===== src/rtl/key_event_encoder_pkg.sv =====
// rtl/key_event_encoder_pkg.sv - key indices and FSM code constants shared with the range-hood mode FSM
package key_event_encoder_pkg;

    localparam int NUM_KEYS_DEF = 5;

    localparam int KEY_MENU  = 4;
    localparam int KEY_L1    = 3;
    localparam int KEY_L2    = 2;
    localparam int KEY_HURR  = 1;
    localparam int KEY_CLEAN = 0;

    // {enable, one-hot key} codes as seen by the mode FSM
    localparam logic [5:0] CODE_MENU  = 6'b110000;
    localparam logic [5:0] CODE_L1    = 6'b101000;
    localparam logic [5:0] CODE_L2    = 6'b100100;
    localparam logic [5:0] CODE_HURR  = 6'b100010;
    localparam logic [5:0] CODE_CLEAN = 6'b100001;

endpackage


===== src/rtl/key_event_encoder_debounce.sv =====
// rtl/key_event_encoder_debounce.sv - per-key 2-FF synchroniser, debounce counter and press-edge flag
module key_debounce #(
    parameter int DEBOUNCE_CYCLES = 1_000_000,
    parameter int CNT_W           = 29
) (
    input  logic clk_i,
    input  logic rst_i,
    input  logic key_raw_i,
    output logic deb_o,
    output logic press_o
);

    localparam logic [CNT_W-1:0] CNT_LAST = CNT_W'(DEBOUNCE_CYCLES - 1);

    logic             sync1_q, sync2_q;
    logic             deb_q, deb_d;
    logic             press_q, press_d;
    logic [CNT_W-1:0] cnt_q, cnt_d;

    // Any cycle of agreement restarts the count, so only an uninterrupted run flips the level.
    always_comb begin
        cnt_d   = cnt_q;
        deb_d   = deb_q;
        press_d = 1'b0;
        if (sync2_q == deb_q) begin
            cnt_d = '0;
        end else if (cnt_q == CNT_LAST) begin
            cnt_d   = '0;
            deb_d   = sync2_q;
            press_d = sync2_q;
        end else begin
            cnt_d = cnt_q + 1'b1;
        end
    end

    // Debounced level resets high so a key held through reset must be released first.
    always_ff @(posedge clk_i) begin
        if (rst_i) begin
            sync1_q <= 1'b0;
            sync2_q <= 1'b0;
            deb_q   <= 1'b1;
            press_q <= 1'b0;
            cnt_q   <= '0;
        end else begin
            sync1_q <= key_raw_i;
            sync2_q <= sync1_q;
            deb_q   <= deb_d;
            press_q <= press_d;
            cnt_q   <= cnt_d;
        end
    end

    assign deb_o   = deb_q;
    assign press_o = press_q;

endmodule


===== src/rtl/key_event_encoder.sv =====
// rtl/key_event_encoder.sv - conditions raw buttons into one-cycle key codes, long-press and conflict pulses
module key_event_encoder
    import key_event_encoder_pkg::*;
#(
    parameter int NUM_KEYS          = NUM_KEYS_DEF,
    parameter int DEBOUNCE_CYCLES   = 1_000_000,
    parameter int LONG_PRESS_CYCLES = 300_000_000,
    parameter int CNT_W             = 29
) (
    input  logic                clk,
    input  logic                rst,
    input  logic                enable,
    input  logic [NUM_KEYS-1:0] key_raw,
    output logic [NUM_KEYS-1:0] key_pulse,
    output logic [NUM_KEYS:0]   key_code,
    output logic                key_valid,
    output logic [NUM_KEYS-1:0] long_press,
    output logic                conflict
);

    localparam logic [CNT_W-1:0] LONG_LAST = CNT_W'(LONG_PRESS_CYCLES - 1);
    localparam logic [CNT_W-1:0] LONG_SAT  = CNT_W'(LONG_PRESS_CYCLES);

    logic [NUM_KEYS-1:0] deb, press;

    for (genvar k = 0; k < NUM_KEYS; k++) begin : g_key
        key_debounce #(
            .DEBOUNCE_CYCLES(DEBOUNCE_CYCLES),
            .CNT_W          (CNT_W)
        ) u_deb (
            .clk_i    (clk),
            .rst_i    (rst),
            .key_raw_i(key_raw[k]),
            .deb_o    (deb[k]),
            .press_o  (press[k])
        );
    end

    logic [NUM_KEYS-1:0] acc_q, acc_d;
    logic [CNT_W-1:0]    lcnt_q, lcnt_d;
    logic [NUM_KEYS-1:0] pulse_q, pulse_d;
    logic [NUM_KEYS-1:0] long_q, long_d;
    logic [NUM_KEYS:0]   code_q, code_d;
    logic                valid_q, valid_d;
    logic                conf_q, conf_d;

    logic single_ok, acc_held;

    assign single_ok = $onehot(press) && ((deb & ~press) == '0);
    assign acc_held  = |(acc_q & deb);

    always_comb begin
        pulse_d = '0;
        long_d  = '0;
        valid_d = 1'b0;
        conf_d  = 1'b0;
        acc_d   = acc_q;
        lcnt_d  = lcnt_q;
        if (!enable) begin
            acc_d  = '0;
            lcnt_d = '0;
        end else begin
            if ((acc_q != '0) && !acc_held) begin
                acc_d  = '0;
                lcnt_d = '0;
            end else if (acc_held) begin
                if (lcnt_q == LONG_LAST) begin
                    long_d = acc_q;
                end
                // Stop one past the pulse point so the long press fires only once.
                if (lcnt_q != LONG_SAT) begin
                    lcnt_d = lcnt_q + 1'b1;
                end
            end
            if (press != '0) begin
                if (single_ok) begin
                    pulse_d = press;
                    valid_d = 1'b1;
                    acc_d   = press;
                    lcnt_d  = '0;
                end else begin
                    conf_d = 1'b1;
                end
            end
        end
        code_d = {enable, pulse_d};
    end

    always_ff @(posedge clk) begin
        if (rst) begin
            acc_q   <= '0;
            lcnt_q  <= '0;
            pulse_q <= '0;
            long_q  <= '0;
            valid_q <= 1'b0;
            conf_q  <= 1'b0;
            code_q  <= {enable, {NUM_KEYS{1'b0}}};
        end else begin
            acc_q   <= acc_d;
            lcnt_q  <= lcnt_d;
            pulse_q <= pulse_d;
            long_q  <= long_d;
            valid_q <= valid_d;
            conf_q  <= conf_d;
            code_q  <= code_d;
        end
    end

    assign key_pulse  = pulse_q;
    assign key_code   = code_q;
    assign key_valid  = valid_q;
    assign long_press = long_q;
    assign conflict   = conf_q;

endmodule


===== config.mk =====
export PLATFORM = sky130hd
export DESIGN_NAME = key_event_encoder
export DESIGN_NICKNAME = d
export VERILOG_FILES = /design/src/rtl/key_event_encoder_pkg.sv /design/src/rtl/key_event_encoder_debounce.sv /design/src/rtl/key_event_encoder.sv
export SDC_FILE = /design/constraint.sdc
export NUM_CORES = 1
export LEC_CHECK = 0
export ABC_CLOCK_PERIOD_IN_PS = 3400
export CORE_MARGIN = 2
export CORE_UTILIZATION = 61
export DETAILED_ROUTE_END_ITERATION = 6
export GPL_TIMING_DRIVEN = 0
export HOLD_SLACK_MARGIN = 0.03
export PLACE_DENSITY = 0.82
export SLEW_MARGIN = 0
export SYNTH_ARGS = -nofsm -noshare
export SYNTH_HDL_FRONTEND = slang
export SYNTH_SLANG_ARGS = --single-unit

===== constraint.sdc =====
create_clock -name clk -period 3.4 [get_ports clk]
set_input_delay 0.68 -clock clk [delete_from_list [all_inputs] [get_ports clk]]
set_output_delay 0.68 -clock clk [all_outputs]
set_load 0.01 [all_outputs]

==> results by group <==
Timing
  • Final Skew: between 0.01 and 0.015 ns
  • Final setup fails: 0
  • Endpoints failing hold: 0
  • Slew Viols, Final: 0
  • Crit share post-route: 96.8%
  • Worst-Margin Slew: between 0.9 and 1 ns
  • Slew headroom: roughly 38%
  • Min cycle time layout: around 3.3 ns
  • Max Fclk: between 300 and 400 MHz

Synth
  • Cell variety after synth: a little under 50
  • Synth Warn #: 0
  • Syn Std Cell Area: between 9000 and 10,000 um^2
  • Synthesized net count: ~1,100
  • Synth async-reset ratio: 0%
  • Syn Inst Count: ~1,100
  • Main flop type after synthesis: dfxtp_1
  • FF+latch count, synth: ~210
  • Number of flops mapped to enable cells by yosys: 0
  • Syn_area_per_cell: approximately 9 um^2
  • Seq/Total Area, Yosys: between 40% and 50%

Drt
  • Detailed Route WL: between 15,000 and 20,000 um
  • 1st-pass router iterations: 5
  • Routed via count: ~7,400
  • DR iter-0 viols: 450
  • DR DRC count: 0
  • Drt via density: around 5.7
  • Routed length per instance: ~14 um
  • Antenna Violating Nets Remaining: 0

Power
  • Total power: between 5 and 6 mW
  • Worst vdd ir: 0.000385 V
  • Leakage: about 3.8 nW
  • Power per cell area: roughly 490 nW/um^2

Die
  • FP Rows: 45
  • Num ports: 26
  • Die width: 128 um
  • Full die area: 16,400 um^2
  • Initial Utilization: between 60% and 70%
  • Core area: about 15,000 um^2
  • Die H: approximately 130 um

Hold path
  • Worst min path class: reg2reg

Global route
  • GRT Total Usage: between 20% and 30%
  • First-pass GRT wire length: around 32,000 um
  • Largest net degree at the start of global routing: 20
  • Number of global-route vias before repair: between 7,000 and 8,000
  • Grt ovf: 0
  • Antenna violations before repair: 0

Setup path
  • CP Data Required Time: 3.85 ns
  • Critical path peak fanout: 6
  • Critical-path cell list: inv_1 > fa_1 > inv_1 > fa_1 > ha_1 > or3b_1 > a221o_1 > nor4_1 > and2_1 > a21o_1
  • Endpoint class of the critical path: flop
  • CP arrival: 3.74 ns
  • Critical path startpoint category: flop
  • Max incr delay on CP: approximately 0.50 ns
  • CP max stage cell: fa_1
  • WS Path Type: reg2reg

CTS
  • Post-cts sizing count: 0
  • Total CTS buffers: 23
  • CTS Hold Buffers Added: 0
  • H-tree levels: 1
  • CTS Sinks: between 200 and 250
  • Root Driver: clkbuf_16
  • Clock Path Buffers: 3
  • Clk pin slew, worst setup/hold paths: 0.06 ns
  • CTS tree: yes
  • Postcts setup bufs: 0
  • Worst skew pair latency: around 0.5 ns

Finish
  • Inserted Diodes: 0
  • Final instance area: approximately 11,000 um^2
  • Layout cells sized above 1: approximately 6.6%
  • Fillers: ~1,100
  • Most frequent cells in the layout: dfxtp_1, nor2_1, xor2_1, nand3_1, nand2_1
  • Commonest non-fill, non-tap cell in the layout: dfxtp_1
  • Area Overhead vs Synth: 13.7%
  • Nets: between 1,000 and 1,500
  • Final Util: 70.5%
  • Area of the multi-input gates: about 5000 um^2
  • Register area: around 4200 um^2

Run
  • Max-cap violations: 0

Placed design
  • Gpl congestion: approximately 0.8
  • DP Area: 9880 um^2
  • Detail Placement HPWL: ~12,000 um
  • IO buf count: 25

Outcome
  • Status: complete, no violations
==> power by group <==
part           internal, mW  switching, mW  total (mW)  leakage (nW)
combinational        0.0389         0.0706       0.110          1.73
sequential             2.50         0.0172        2.52          1.71
clock                  1.65          0.948        2.60         0.394
total                  4.20           1.04        5.23          3.84
==> per-layer routing <==
metal	vias up	track usage, %	wire (um)
li1	3739	-	-
met1	3506	30.4	8650
met2	157	39.2	8750
met3	31	3.34	746
met4	0	6.33	389
met5	-	0	0
==> cell usage after synthesis, types with 4 or more instances <==
library cell / number / area share, %
dfxtp_1: 212 / 45
nor2_1: 191 / 7.6
xor2_1: 103 / 9.6
nand3_1: 70 / 3.7
nand2_1: 64 / 2.6
nand4_1: 59 / 3.9
xnor2_1: 54 / 5.0
nor4_1: 31 / 2.1
and3_1: 30 / 2.0
nor3_1: 24 / 1.3
and4_1: 21 / 2.0
inv_1: 19 / 0.76
and2_1: 17 / 1.1
clkbuf_1: 15 / 0.60
buf_2: 14 / 0.75
a21oi_1: 12 / 0.64
nor2b_1: 12 / 0.80
nor4b_1: 10 / 0.93
or3_1: 10 / 0.67
ha_1: 9 / 1.2
buf_4: 8 / 0.64
mux2i_1: 6 / 0.64
o21ai_0: 6 / 0.32
o31ai_1: 6 / 0.48
or4_1: 6 / 0.48
a21o_1: 4 / 0.32
nand4b_1: 4 / 0.37
nor4_4: 4 / 0.91
==> logic make-up after synthesis <==
kind of cell | after synthesis | synth area share, %
adders and majority gates | 11 | 1.62
and+or+nand+nor | 573 | 32.6
AOI/OAI and AO/OA | 33 | 2.28
muxes | 6 | 0.639
DFF | 212 | 45.2
buffers and inverters | 59 | 3.02
xor gates and xnor gates | 157 | 14.6
==> worst max-delay path: cells and delay by family, from the launching register on <==
family	cells	cell delay, ns
buffers and inverters	2	0.16
adder cells (fa/ha/maj)	3	1.15
AO/OA/AOI/OAI	2	0.47
AND/OR/NAND/NOR	3	1.10
flip-flops	1	0.37
==> registers in the layout, indices dropped and copies added (netlist names) <==
name and cells:
g_key.u_deb.sync2_q 5, g_key.u_deb.deb_o 5, g_key.u_deb.press_o 5, lcnt_q 29
g_key.u_deb.sync1_q 5, g_key.u_deb.cnt_q 145, acc_q 5, key_valid 1
conflict 1, key_code 6, long_press 5
==> cell type report <==
| type | instances | area share, % |
|---|---|---|
| clock inverter | 7 | 1.30 |
| tap | 188 | 2.20 |
| buffer | 39 | 1.94 |
| multi-input combinational | 780 | 45.6 |
| timing repair buffer | 25 | 2.34 |
| inverter | 19 | 0.668 |
| clock buffer | 33 | 6.21 |
| sequential | 212 | 39.7 |
==> through the flow <==
stage,cells,hold slack (ns),setup TNS (ns),setup WS (ns)
detailed placement,1264,0.432,0,0.0248
floorplan,1051,0.413,0,0.319
global route,1303,0.458,-0.00923,-0.00923
finish,1303,0.440,0,0.110
CTS,1303,0.444,0,0.124
global placement,1264,0.418,0,0.0857
==> worst paths after layout <==
path | to | from | depth (start not counted) | slack, ns
worst max-delay path | acc_q[0] | g_key[3].u_deb.press_o | 10 | 0.11
worst min-delay path | g_key[0].u_deb.cnt_q[0] | g_key[0].u_deb.cnt_q[0] | 1 | 0.44
worst max register to register | acc_q[0] | g_key[3].u_deb.press_o | 10 | 0.11
worst min register to register | g_key[0].u_deb.cnt_q[0] | g_key[0].u_deb.cnt_q[0] | 1 | 0.44
No activity file was read; power rests on OpenSTA's default activity.
